## src/rtl/alu_seq_if.sv

```systemverilog
// alu_seq_if: start/busy/done handshake and operand/result bus for alu_seq.
//   master : drives start, op, a, b, flag_c_in; observes busy, done, out and flags
//   slave  : the ALU side of the same signals
// Parameters: WIDTH (datapath width), OP_W (opcode width).
interface alu_seq_if #(
  parameter int WIDTH = 16,
  parameter int OP_W  = 4
);
  logic             start;
  logic [OP_W-1:0]  op;
  logic [WIDTH-1:0] a;
  logic [WIDTH-1:0] b;
  logic             flag_c_in;
  logic             busy;
  logic             done;
  logic [WIDTH-1:0] out;
  logic             flag_c_out;
  logic             flag_z;
  logic             flag_div0;

  modport master (
    output start, op, a, b, flag_c_in,
    input  busy, done, out, flag_c_out, flag_z, flag_div0
  );

  modport slave (
    input  start, op, a, b, flag_c_in,
    output busy, done, out, flag_c_out, flag_z, flag_div0
  );
endinterface

```

## src/rtl/alu_seq.sv

```systemverilog
// alu_seq: WIDTH-bit ALU with a start/busy/done handshake.
//   Logic, add and subtract ops complete in one cycle. DIV/MOD run an
//   iterative restoring divider producing one quotient bit per edge; MUL
//   (optional) runs a shift-add multiplier with the same timing.
// Ports:
//   clk  - system clock, all state changes on posedge
//   rst  - synchronous active-high reset; aborts any op in flight
//   bus  - alu_seq_if.slave: start/op/a/b/flag_c_in in,
//          busy/done/out/flag_c_out/flag_z/flag_div0 out (all registered)
// Configuration macro:
//   ALU_SEQ_MUL_EN - when defined, opcode 9 is an iterative multiply
//                    (low half in out, flag_c_out = high half nonzero);
//                    when undefined, opcode 9 is treated as illegal and no
//                    multiplier datapath is built.
module alu_seq #(
  parameter int WIDTH = 16,
  parameter int OP_W  = 4
) (
  input logic     clk,
  input logic     rst,
  alu_seq_if.slave bus
);

  localparam int CNT_W = $clog2(WIDTH) + 1;

  localparam logic [OP_W-1:0] OP_ADD  = OP_W'(0);
  localparam logic [OP_W-1:0] OP_ADDC = OP_W'(1);
  localparam logic [OP_W-1:0] OP_SUB  = OP_W'(2);
  localparam logic [OP_W-1:0] OP_SUBB = OP_W'(3);
  localparam logic [OP_W-1:0] OP_MOD  = OP_W'(4);
  localparam logic [OP_W-1:0] OP_AND  = OP_W'(5);
  localparam logic [OP_W-1:0] OP_OR   = OP_W'(6);
  localparam logic [OP_W-1:0] OP_XOR  = OP_W'(7);
  localparam logic [OP_W-1:0] OP_DIV  = OP_W'(8);
  localparam logic [OP_W-1:0] OP_MUL  = OP_W'(9);

  typedef enum logic [0:0] {
    ST_IDLE = 1'b0,
    ST_ITER = 1'b1
  } state_t;

  state_t           state_reg;
  logic             busy_reg;
  logic             done_reg;
  logic [WIDTH-1:0] out_reg;
  logic             flag_c_reg;
  logic             flag_z_reg;
  logic             flag_div0_reg;

  // Iteration state. rem_reg/q_reg hold remainder/quotient-shift for the
  // divider and high/low product halves for the multiplier.
  logic [WIDTH-1:0] rem_reg;
  logic [WIDTH-1:0] q_reg;
  logic [WIDTH-1:0] b_reg;
  logic             mod_reg;
  logic             c_in_reg;
  logic [CNT_W-1:0] cnt_reg;
`ifdef ALU_SEQ_MUL_EN
  logic             mul_reg;
`endif

  // ---------------------------------------------------------------------
  // Single-cycle result and dispatch decision for the op at the ports.
  // ---------------------------------------------------------------------
  logic [WIDTH:0]   arith;
  logic [WIDTH-1:0] sc_out;
  logic             sc_c;
  logic             sc_div0;
  logic             start_iter;

  always_comb begin
    arith      = '0;
    sc_out     = '0;
    sc_c       = bus.flag_c_in;
    sc_div0    = 1'b0;
    start_iter = 1'b0;
    case (bus.op)
      OP_ADD: begin
        arith  = {1'b0, bus.a} + {1'b0, bus.b};
        sc_out = arith[WIDTH-1:0];
        sc_c   = arith[WIDTH];
      end
      OP_ADDC: begin
        arith  = {1'b0, bus.a} + {1'b0, bus.b} + (WIDTH+1)'(bus.flag_c_in);
        sc_out = arith[WIDTH-1:0];
        sc_c   = arith[WIDTH];
      end
      OP_SUB: begin
        // Bit WIDTH of the extended difference is the borrow.
        arith  = {1'b0, bus.a} - {1'b0, bus.b};
        sc_out = arith[WIDTH-1:0];
        sc_c   = arith[WIDTH];
      end
      OP_SUBB: begin
        arith  = {1'b0, bus.a} - {1'b0, bus.b} - (WIDTH+1)'(bus.flag_c_in);
        sc_out = arith[WIDTH-1:0];
        sc_c   = arith[WIDTH];
      end
      OP_AND: sc_out = bus.a & bus.b;
      OP_OR:  sc_out = bus.a | bus.b;
      OP_XOR: sc_out = bus.a ^ bus.b;
      OP_DIV, OP_MOD: begin
        // Divide by zero is resolved immediately without iterating.
        if (bus.b == '0) begin
          sc_div0 = 1'b1;
          sc_out  = (bus.op == OP_DIV) ? '1 : bus.a;
        end else begin
          start_iter = 1'b1;
        end
      end
      OP_MUL: begin
`ifdef ALU_SEQ_MUL_EN
        start_iter = 1'b1;
`else
        sc_out = '0;
`endif
      end
      default: sc_out = '0;
    endcase
  end

  // ---------------------------------------------------------------------
  // One iteration step. In IDLE the step is fed from the ports so that the
  // start edge already retires the first bit; in ITER it is fed from the
  // operand registers, leaving the ports free to change.
  // ---------------------------------------------------------------------
  logic             in_idle;
  logic [WIDTH-1:0] rem_src;
  logic [WIDTH-1:0] q_src;
  logic [WIDTH-1:0] d_src;

  assign in_idle = (state_reg == ST_IDLE);
  assign rem_src = in_idle ? '0    : rem_reg;
  assign q_src   = in_idle ? bus.a : q_reg;
  assign d_src   = in_idle ? bus.b : b_reg;

  // Restoring division: shift the next dividend bit into the remainder,
  // subtract the divisor when it fits, and shift the outcome into q.
  logic [WIDTH:0]   div_shift;
  logic [WIDTH:0]   div_diff;
  logic             div_ge;
  logic [WIDTH-1:0] div_rem;
  logic [WIDTH-1:0] div_q;

  always_comb begin
    div_shift = {rem_src, q_src[WIDTH-1]};
    div_diff  = div_shift - {1'b0, d_src};
    div_ge    = (div_shift >= {1'b0, d_src});
    div_rem   = div_ge ? div_diff[WIDTH-1:0] : div_shift[WIDTH-1:0];
    div_q     = {q_src[WIDTH-2:0], div_ge};
  end

  logic [WIDTH-1:0] step_rem;
  logic [WIDTH-1:0] step_q;

`ifdef ALU_SEQ_MUL_EN
  // Shift-add multiply: conditionally add the multiplicand into the high
  // half, then shift the {carry, high, low} chain right by one.
  logic             use_mul;
  logic [WIDTH:0]   mul_sum;
  logic [WIDTH-1:0] mul_hi;
  logic [WIDTH-1:0] mul_lo;

  assign use_mul = in_idle ? (bus.op == OP_MUL) : mul_reg;

  always_comb begin
    mul_sum = {1'b0, rem_src} + (q_src[0] ? {1'b0, d_src} : '0);
    mul_hi  = mul_sum[WIDTH:1];
    mul_lo  = {mul_sum[0], q_src[WIDTH-1:1]};
  end

  assign step_rem = use_mul ? mul_hi : div_rem;
  assign step_q   = use_mul ? mul_lo : div_q;
`else
  assign step_rem = div_rem;
  assign step_q   = div_q;
`endif

  // Result of the final iteration step.
  logic [WIDTH-1:0] fin_out;
  logic             fin_c;

  always_comb begin
    fin_out = mod_reg ? div_rem : div_q;
    fin_c   = c_in_reg;
`ifdef ALU_SEQ_MUL_EN
    if (mul_reg) begin
      fin_out = mul_lo;
      fin_c   = |mul_hi;
    end
`endif
  end

  // ---------------------------------------------------------------------
  // Control FSM with registered outputs.
  // The start edge computes bit 0 and loads cnt with 1, so cnt names the
  // bit retired on each ITER edge. Bit WIDTH-1 completes the op, giving
  // WIDTH-1 busy cycles and a done pulse WIDTH-1 edges after the start.
  // ---------------------------------------------------------------------
  always_ff @(posedge clk) begin
    if (rst) begin
      state_reg     <= ST_IDLE;
      busy_reg      <= 1'b0;
      done_reg      <= 1'b0;
      out_reg       <= '0;
      flag_c_reg    <= 1'b0;
      flag_z_reg    <= 1'b0;
      flag_div0_reg <= 1'b0;
      rem_reg       <= '0;
      q_reg         <= '0;
      b_reg         <= '0;
      mod_reg       <= 1'b0;
      c_in_reg      <= 1'b0;
      cnt_reg       <= '0;
`ifdef ALU_SEQ_MUL_EN
      mul_reg       <= 1'b0;
`endif
    end else begin
      done_reg <= 1'b0;
      case (state_reg)
        ST_IDLE: begin
          if (bus.start) begin
            if (start_iter) begin
              state_reg <= ST_ITER;
              busy_reg  <= 1'b1;
              rem_reg   <= step_rem;
              q_reg     <= step_q;
              b_reg     <= bus.b;
              mod_reg   <= (bus.op == OP_MOD);
              c_in_reg  <= bus.flag_c_in;
              cnt_reg   <= CNT_W'(1);
`ifdef ALU_SEQ_MUL_EN
              mul_reg   <= (bus.op == OP_MUL);
`endif
            end else begin
              done_reg      <= 1'b1;
              out_reg       <= sc_out;
              flag_c_reg    <= sc_c;
              flag_z_reg    <= (sc_out == '0);
              flag_div0_reg <= sc_div0;
            end
          end
        end
        ST_ITER: begin
          rem_reg <= step_rem;
          q_reg   <= step_q;
          cnt_reg <= cnt_reg + CNT_W'(1);
          if (cnt_reg == CNT_W'(WIDTH - 1)) begin
            state_reg     <= ST_IDLE;
            busy_reg      <= 1'b0;
            done_reg      <= 1'b1;
            out_reg       <= fin_out;
            flag_c_reg    <= fin_c;
            flag_z_reg    <= (fin_out == '0);
            flag_div0_reg <= 1'b0;
          end
        end
        default: begin
          state_reg <= ST_IDLE;
          busy_reg  <= 1'b0;
        end
      endcase
    end
  end

  assign bus.busy       = busy_reg;
  assign bus.done       = done_reg;
  assign bus.out        = out_reg;
  assign bus.flag_c_out = flag_c_reg;
  assign bus.flag_z     = flag_z_reg;
  assign bus.flag_div0  = flag_div0_reg;

endmodule

```

## src/flat_wrapper.sv

```systemverilog
// flat-port wrapper written by rule: the top's interface ports become plain ports
module alu_seq_flat 
#(
  parameter int WIDTH = 16,
  parameter int OP_W  = 4
)
  (clk, rst, bus_start, bus_op, bus_a, bus_b, bus_flag_c_in, bus_busy, bus_done, bus_out, bus_flag_c_out, bus_flag_z, bus_flag_div0);
  alu_seq_if #(.WIDTH(WIDTH), .OP_W(OP_W)) bus_i ();
  input logic clk;
  input logic rst;
  input wire logic [$bits(bus_i.start)-1:0] bus_start;
  input wire logic [$bits(bus_i.op)-1:0] bus_op;
  input wire logic [$bits(bus_i.a)-1:0] bus_a;
  input wire logic [$bits(bus_i.b)-1:0] bus_b;
  input wire logic [$bits(bus_i.flag_c_in)-1:0] bus_flag_c_in;
  output wire logic [$bits(bus_i.busy)-1:0] bus_busy;
  output wire logic [$bits(bus_i.done)-1:0] bus_done;
  output wire logic [$bits(bus_i.out)-1:0] bus_out;
  output wire logic [$bits(bus_i.flag_c_out)-1:0] bus_flag_c_out;
  output wire logic [$bits(bus_i.flag_z)-1:0] bus_flag_z;
  output wire logic [$bits(bus_i.flag_div0)-1:0] bus_flag_div0;
  assign bus_i.start = bus_start;
  assign bus_i.op = bus_op;
  assign bus_i.a = bus_a;
  assign bus_i.b = bus_b;
  assign bus_i.flag_c_in = bus_flag_c_in;
  assign bus_busy = bus_i.busy;
  assign bus_done = bus_i.done;
  assign bus_out = bus_i.out;
  assign bus_flag_c_out = bus_i.flag_c_out;
  assign bus_flag_z = bus_i.flag_z;
  assign bus_flag_div0 = bus_i.flag_div0;
  alu_seq #(.WIDTH(WIDTH), .OP_W(OP_W)) u_core (.clk(clk), .rst(rst), .bus(bus_i));
endmodule
```

## config.mk

```make
export PLATFORM = sky130hd
export DESIGN_NAME = alu_seq_flat
export DESIGN_NICKNAME = d
export VERILOG_FILES = /design/src/rtl/alu_seq_if.sv /design/src/rtl/alu_seq.sv /design/src/flat_wrapper.sv
export SDC_FILE = /design/constraint.sdc
export NUM_CORES = 1
export LEC_CHECK = 0
export CELL_PAD_IN_SITES_DETAIL_PLACEMENT = 1
export CELL_PAD_IN_SITES_GLOBAL_PLACEMENT = 1
export CORE_ASPECT_RATIO = 0.5
export CORE_UTILIZATION = 45
export DETAILED_ROUTE_END_ITERATION = 16
export PLACE_DENSITY = 0.94
export SLEW_MARGIN = 15
export SYNTH_ARGS = -nofsm -noshare
export SYNTH_HDL_FRONTEND = slang
export SYNTH_SLANG_ARGS = --single-unit
```

## constraint.sdc

```tcl
create_clock -name clk -period 5.15 [get_ports clk]
set_input_delay 0.515 -clock clk [delete_from_list [all_inputs] [get_ports clk]]
set_output_delay 0.515 -clock clk [all_outputs]
set_load 0.005 [all_outputs]
```

==> results.sh, run 1 <==
export IMPL_hold_depth=2
export IMPL_hpwlAfterDp_mm=26.0
export IMPL_die_w_microns=192
export IMPL_fin_crit_ns=5.06
export IMPL_p_leak_nw=3.73
export IMPL_p_per_area_nw_per_um2=241
export IMPL_dieArea_sq_um=18700
export IMPL_worstPathRequired_ns=5.46
export IMPL_syn_area_sq_um=8160
export IMPL_nNetsFinal=1275
export IMPL_switching_share_pct=38.1
export IMPL_overflow=0
export IMPL_switchingPower_mw=0.870
export IMPL_rr_worst_depth=13
export IMPL_cts_buffers=9
export IMPL_drive_gt1_share_pct=7.49
export IMPL_portBuffers=60
export IMPL_cts_setup_buffers=0
export IMPL_finalSetupTns_ns=0
export IMPL_grt_pass1_vias=9949
export IMPL_drv_cap=0
export IMPL_fillers=2161
export IMPL_grt_pass1_wl_mm=59.0
export IMPL_synth_ff_type="dfxtp_1"
export IMPL_track_usage_pct=41.7
export IMPL_clk_latency_ns=0.36
export IMPL_grt_max_degree=80
export IMPL_final_cells=1397
export IMPL_ir_drop_uv=152
export IMPL_fin_skew_ns=0.00901
export IMPL_dpl_cell_area_sq_um=9120
export IMPL_cp_arrival_ns=5.36
export IMPL_synth_edff_count=0
export IMPL_antenna_found_initial=2
export IMPL_htree_levels=3
export IMPL_core_area_sq_um=17600
export IMPL_vias=9802
export IMPL_ys_warn_count=0
export IMPL_synth_seq_cells=77
export IMPL_worstMarginPinSlew_ns=1.11
export IMPL_wl_per_cell_microns=27.7
export IMPL_p_clk_share_pct=34.3
export IMPL_cp_end_kind="register"
export IMPL_start_util_pct=46.4
export IMPL_syn_area_per_cell_sq_um=7.36
export IMPL_ios=61
export IMPL_cts_sinks=77
export IMPL_worst_setup_path_type="reg2reg"
export IMPL_cts_clk_slew_worst_paths_ns=0.07
export IMPL_maxSlewViolCount=0
export IMPL_clk_path_buf_depth=2
export IMPL_synth_seq_area_share_pct=18.9
export IMPL_power_frac_seq_pct=29.2
export IMPL_cts_root_buf="clkbuf_16"
export IMPL_syn_to_final_growth_pct=16.2
export IMPL_post_route_util_pct=53.9
export IMPL_rsz0062_at_grt="false"
export IMPL_drt_initial_drc_count=1171
export IMPL_fin_hold_ws_ns=0.454
export IMPL_status="finished, final reports clean"
export IMPL_ant_nets=0
export IMPL_drc=0
export IMPL_internal_power_mw=1.41
export IMPL_start_kind="register"
export IMPL_via_per_inst=7.02
export IMPL_fin_area_sq_um=9480
export IMPL_path_max_fanout=37
export IMPL_floorplan_rows=34
export IMPL_worst_slew_margin_rel_pct=25.5
export IMPL_die_h_microns=97.2
export IMPL_gp_congestion=0.968
export IMPL_routed_wl_mm=38.6
export IMPL_min_period_over_period_pct=98.2
export IMPL_placed_cells=1380
export IMPL_yosysUniqueCellTypes=80
export IMPL_hold_viol=0
export IMPL_hold_class="reg2reg"
export IMPL_p_comb_share_pct=36.6
export IMPL_synth_fp_nets=1227
export IMPL_synth_cells=1109
export IMPL_async_flop_share_pct=0
export IMPL_finalSetupViolations=0
export IMPL_timing_fmax_ghz=0.198
export IMPL_cts_tree="done"
export IMPL_first_pass_iters=8
==> worst max-delay path, stage by stage (launching register included) <==
cell and delay, ns:
dfxtp_4 0.70, mux2i_1 0.57, ha_1 0.35, nand4_1 0.23, nor4_1 0.42, a21bo_2 0.28
nand3_1 0.13, a21o_1 0.58, nand2_1 0.18, o21ai_0 0.27, mux2i_1 0.22, or3_1 0.38
nor4b_1 0.45, a211o_1 0.21
==> per-layer routing <==
layer  part of all wire [%]  global-route usage, %
met3                     13                   14.5
met5                      0                      0
met1                     38                   50.9
met2                     42                   62.8
met4                    7.1                   25.0
==> kinds of logic after synthesis <==
group / synth area share [%]
XOR/XNOR: 6.18
multiplexers: 6.26
buffers and inverters: 6.20
AND/OR/NAND/NOR: 25.3
adder cells (fa/ha/maj): 12.2
flip-flops: 18.9
AO/OA/AOI/OAI: 24.9
==> power groups by stage <==
stage          Clock, mW  Sequential [mW]  Combinational [mW]
4_1_cts            0.776            0.662               0.799
2_1_floorplan          0            0.660               0.499
3_3_place_gp           0            0.669               0.738
3_5_place_dp           0            0.672               0.772
6_report           0.782            0.666               0.835
5_1_grt            0.800            0.666               0.875
==> Yosys cell counts (26+ instances only) <==
cell type / number / area share, %
clkbuf_1: 55 / 2.5
nand2_1: 104 / 4.8
nor2_1: 128 / 5.9
o21ai_0: 39 / 2.4
nor3_1: 26 / 1.6
a211oi_1: 49 / 4.5
nand3_1: 26 / 1.6
a21oi_1: 84 / 5.2
mux2i_1: 51 / 6.3
inv_1: 59 / 2.7
ha_1: 75 / 12
xnor2_1: 31 / 3.3
dfxtp_1: 77 / 19
==> path summary, 6_finish.rpt <==
| path | start | slack [ns] | end |
|---|---|---|---|
| worst max-delay path | u_core.state_reg$_SDFF_PP0_ | 0.09 | u_core.bus.flag_z$_SDFFE_PP0P_ |
| worst min-delay path | u_core.rem_reg[0]$_SDFFE_PP0P_ | 0.45 | u_core.rem_reg[0]$_SDFFE_PP0P_ |
| worst max register to register | u_core.state_reg$_SDFF_PP0_ | 0.09 | u_core.bus.flag_z$_SDFFE_PP0P_ |
| worst min register to register | u_core.rem_reg[0]$_SDFFE_PP0P_ | 0.45 | u_core.rem_reg[0]$_SDFFE_PP0P_ |
==> final cells by class <==
type	instances	area (sq um)	share of cell area, %
clock inverters	7	123	1.29
repair buffers	105	933	9.85
well taps	234	293	3.09
diodes	1	2.50	0.0264
clock buffers	9	225	2.38
inverters	61	229	2.42
flip-flops and latches	77	1550	16.3
multi-input cells	903	6130	64.6
==> per-stage QoR <==
step	worst slack [ns]	power (mW)
after global placement	0.359	1.41
final	0.0908	2.28
after CTS	0.121	2.24
after floorplan	0.374	1.16
after global routing	0.0155	2.34
after detailed placement	0.213	1.44
==> cell usage in the layout (no fill, tap or decap), types with 4 or more instances in the layout <==
| cell type | synthesis | routed |
|---|---|---|
| a2111oi_0 | 7 | 7 |
| a211o_1 | 6 | 6 |
| a211oi_1 | 49 | 49 |
| a21o_1 | 10 | 10 |
| a21oi_1 | 84 | 83 |
| a221o_1 | 5 | 5 |
| a22oi_1 | 15 | 15 |
| a2bb2oi_1 | 6 | 6 |
| a31oi_1 | 6 | 6 |
| and2_1 | 19 | 19 |
| and3_1 | 8 | 8 |
| buf_4 | 1 | 45 |
| clkbuf_16 | 0 | 9 |
| clkdlybuf4s50_1 | 0 | 59 |
| dfxtp_1 | 77 | 76 |
| ha_1 | 75 | 75 |
| inv_1 | 59 | 59 |
| mux2i_1 | 51 | 51 |
| nand2_1 | 104 | 103 |
| nand2b_1 | 8 | 8 |
| nand3_1 | 26 | 26 |
| nand4_1 | 14 | 14 |
| nor2_1 | 128 | 128 |
| nor2b_1 | 15 | 14 |
| nor3_1 | 26 | 26 |
| nor3b_1 | 9 | 9 |
| nor4_1 | 21 | 21 |
| o211ai_1 | 9 | 9 |
| o21a_1 | 4 | 4 |
| o21ai_0 | 39 | 39 |
| o21bai_1 | 7 | 7 |
| o22ai_1 | 12 | 12 |
| o311ai_0 | 4 | 4 |
| or2_2 | 4 | 4 |
| or3_1 | 14 | 14 |
| xnor2_1 | 31 | 31 |
| xor2_1 | 24 | 24 |
==> timing repair <==
| item | in CTS | in global routing |
|---|---|---|
| setup endpoints to repair | 0 | 2 |
| hold endpoints to repair | 0 | 0 |
| hold buffers | 0 | 0 |
| resized for setup | 0 | 1 |
Power figures use the tool's default switching activity.
==> run 2, diff against run 1 <==
- CELL_PAD_IN_SITES_GLOBAL_PLACEMENT: 1 -> 2
- CORE_UTILIZATION: 45 -> 35
- CTS_CLUSTER_SIZE: default -> 24
- PLACE_DENSITY: 0.94 -> 0.93
==> results.sh, run 2 (synthesis results as in run 1) <==
export IMPL_finalSetupViolations=0
export IMPL_portBuffers=60
export IMPL_first_pass_iters=5
export IMPL_overflow=0
export IMPL_gp_congestion=0.923
export IMPL_cts_sinks=77
export IMPL_cp_end_kind="register"
export IMPL_switchingPower_mw=0.786
export IMPL_fin_area_sq_um=9550
export IMPL_crit_chain="clkdlybuf4s50_1 > inv_1 > ha_1 > inv_1 > fa_1 > nand2b_1 > a2111oi_0 > or3b_1 > xor2_1 > nand3_1 > and4bb_1 > xnor2_1 > a211o_1 > or4_1 > nor4_1 > a211o_1"
export IMPL_die_h_microns=110
export IMPL_p_per_area_nw_per_um2=225
export IMPL_status="finished, final reports clean"
export IMPL_drt_initial_drc_count=744
export IMPL_cp_arrival_ns=5.18
export IMPL_die_w_microns=218
export IMPL_fin_hold_ws_ns=0.456
export IMPL_clk_latency_ns=0.35
export IMPL_hold_class="reg2reg"
export IMPL_power_frac_seq_pct=30.7
export IMPL_p_leak_nw=3.73
export IMPL_clk_path_buf_depth=2
export IMPL_wl_per_cell_microns=22.6
export IMPL_grt_pass1_wl_mm=50.0
export IMPL_min_from="u_core.b_reg[14]$_SDFFE_PP0P_"
export IMPL_dpl_cell_area_sq_um=9230
export IMPL_floorplan_rows=39
export IMPL_grt_pass1_vias=8717
export IMPL_drv_cap=0
export IMPL_syn_to_final_growth_pct=17.1
export IMPL_hpwlAfterDp_mm=25.8
export IMPL_fin_skew_ns=0.00937
export IMPL_slowest_stage="clkdlybuf4s50_1"
export IMPL_worstPathRequired_ns=5.44
export IMPL_cts_buffers=9
export IMPL_finalSetupTns_ns=0
export IMPL_track_usage_pct=27.4
export IMPL_r2r_start="u_core.state_reg$_SDFF_PP0_"
export IMPL_vias=8861
export IMPL_grt_max_degree=80
export IMPL_p_comb_share_pct=37.3
export IMPL_rsz0062_at_grt="false"
export IMPL_dieArea_sq_um=24000
export IMPL_cts_tree="done"
export IMPL_power_total_mw=2.15
export IMPL_rr_worst_depth=15
export IMPL_cts_root_buf="clkbuf_16"
export IMPL_ir_drop_uv=179
export IMPL_maxSlewViolCount=0
export IMPL_path_max_fanout=5
export IMPL_start_kind="primary input"
export IMPL_nNetsFinal=1278
export IMPL_crit_path_max_incr_delay_ns=0.57
export IMPL_fin_crit_ns=4.89
export IMPL_fillers=2861
export IMPL_rrSetupSlack_ns=0.52
export IMPL_hold_end="u_core.b_reg[14]$_SDFFE_PP0P_"
export IMPL_routed_wl_mm=33.3
export IMPL_timing_fmax_ghz=0.204
export IMPL_p_clk_share_pct=32.0
export IMPL_via_per_inst=6.02
export IMPL_drc=0
export IMPL_worstMarginPinSlew_ns=1.04
export IMPL_worst_slew_margin_rel_pct=30.4
export IMPL_hold_depth=2
export IMPL_final_common_cell="nor2_1"
export IMPL_min_period_over_period_pct=95.0
export IMPL_ant_nets=0
export IMPL_ios=61
export IMPL_cts_clk_slew_worst_paths_ns=0.06
export IMPL_switching_share_pct=36.6
export IMPL_hold_viol=0
export IMPL_antenna_found_initial=1
export IMPL_diodes=0
export IMPL_start_util_pct=35.7
export IMPL_reg2reg_to="u_core.bus.out[12]$_SDFFE_PP0P_"
export IMPL_htree_levels=3
export IMPL_drive_gt1_share_pct=7.56
export IMPL_postCtsHoldBufs=0
export IMPL_final_cell_mix="128 x nor2_1, 103 x nand2_1, 84 x a21oi_1, 76 x dfxtp_1, 75 x ha_1"
export IMPL_core_area_sq_um=22800
export IMPL_internal_power_mw=1.36
export IMPL_worst_setup_path_type="in2reg"
run 2: critical path: cells and delay by family:
kind                     cells  cell delay [ns]
AND/OR/NAND/NOR              6             1.90
AO/OA/AOI/OAI                3             1.01
buffers and inverters        3             0.80
adder cells (fa/ha/maj)      2             0.55
XOR/XNOR                     2             0.39
run 2: layout make-up:
type	instances	area, sq um	area share (%)
Multi-Input combinational cell	903	6120	64.1
Clock buffer	9	225	2.36
Clock inverter	6	88.8	0.930
Inverter	61	229	2.40
Tap cell	307	384	4.02
Sequential cell	77	1550	16.2
Timing Repair Buffer	108	956	10.0
run 2: through the flow:
stage / util, % / worst slack (ns) / std cells
final: 41.8 / 0.257 / 1471
after global routing: 41.8 / 0.0290 / 1471
after CTS: 41.8 / 0.389 / 1471
after detailed placement: 40.4 / 0.0498 / 1456
after global placement: 40.4 / 0.0872 / 1456
after floorplan: - / 0.374 / 1109
run 2: how the worst max path moves through the flow:
stage / startpoint / end / slack [ns] / depth (start not counted)
after floorplan: u_core.state_reg$_SDFF_PP0_ / u_core.bus.out[9]$_SDFFE_PP0P_ / 0.37 / 18
after global routing: bus_a[0] / u_core.bus.flag_z$_SDFFE_PP0P_ / 0.03 / 16
after detailed placement: bus_b[0] / u_core.bus.flag_z$_SDFFE_PP0P_ / 0.05 / 14
after global placement: bus_b[2] / u_core.bus.flag_z$_SDFFE_PP0P_ / 0.09 / 14
final: bus_a[0] / u_core.bus.flag_z$_SDFFE_PP0P_ / 0.26 / 16
after CTS: u_core.state_reg$_SDFF_PP0_ / u_core.bus.out[12]$_SDFFE_PP0P_ / 0.39 / 15
run 2: power by group through the flow:
stage | Combinational, mW | Clock, mW | Sequential [mW]
2_1_floorplan | 0.499 | 0 | 0.660
3_3_place_gp | 0.756 | 0 | 0.669
3_5_place_dp | 0.777 | 0 | 0.671
4_1_cts | 0.782 | 0.690 | 0.658
5_1_grt | 0.857 | 0.711 | 0.661
6_report | 0.800 | 0.687 | 0.658
run 2: what timing repair did:
action                     in CTS  in global routing
buffers inserted                0                  0
setup endpoints to repair       0                  2
gates resized for setup         0                  2
run 2: metal layers:
layer / track usage [%] / vias up / part of all wire, %
met5: 0 / - / 0
met4: 10.1 / 0 / 2.7
met3: 4.34 / 62 / 7.2
met2: 43.9 / 319 / 45
met1: 37.2 / 4387 / 45
li1: - / 4093 / -
==> run 3, diff against run 2 <==
- TNS_END_PERCENT: default -> 5
==> results of run 3 <==
Same layout as run 2: the final DEF is identical, and so are final timing and power.
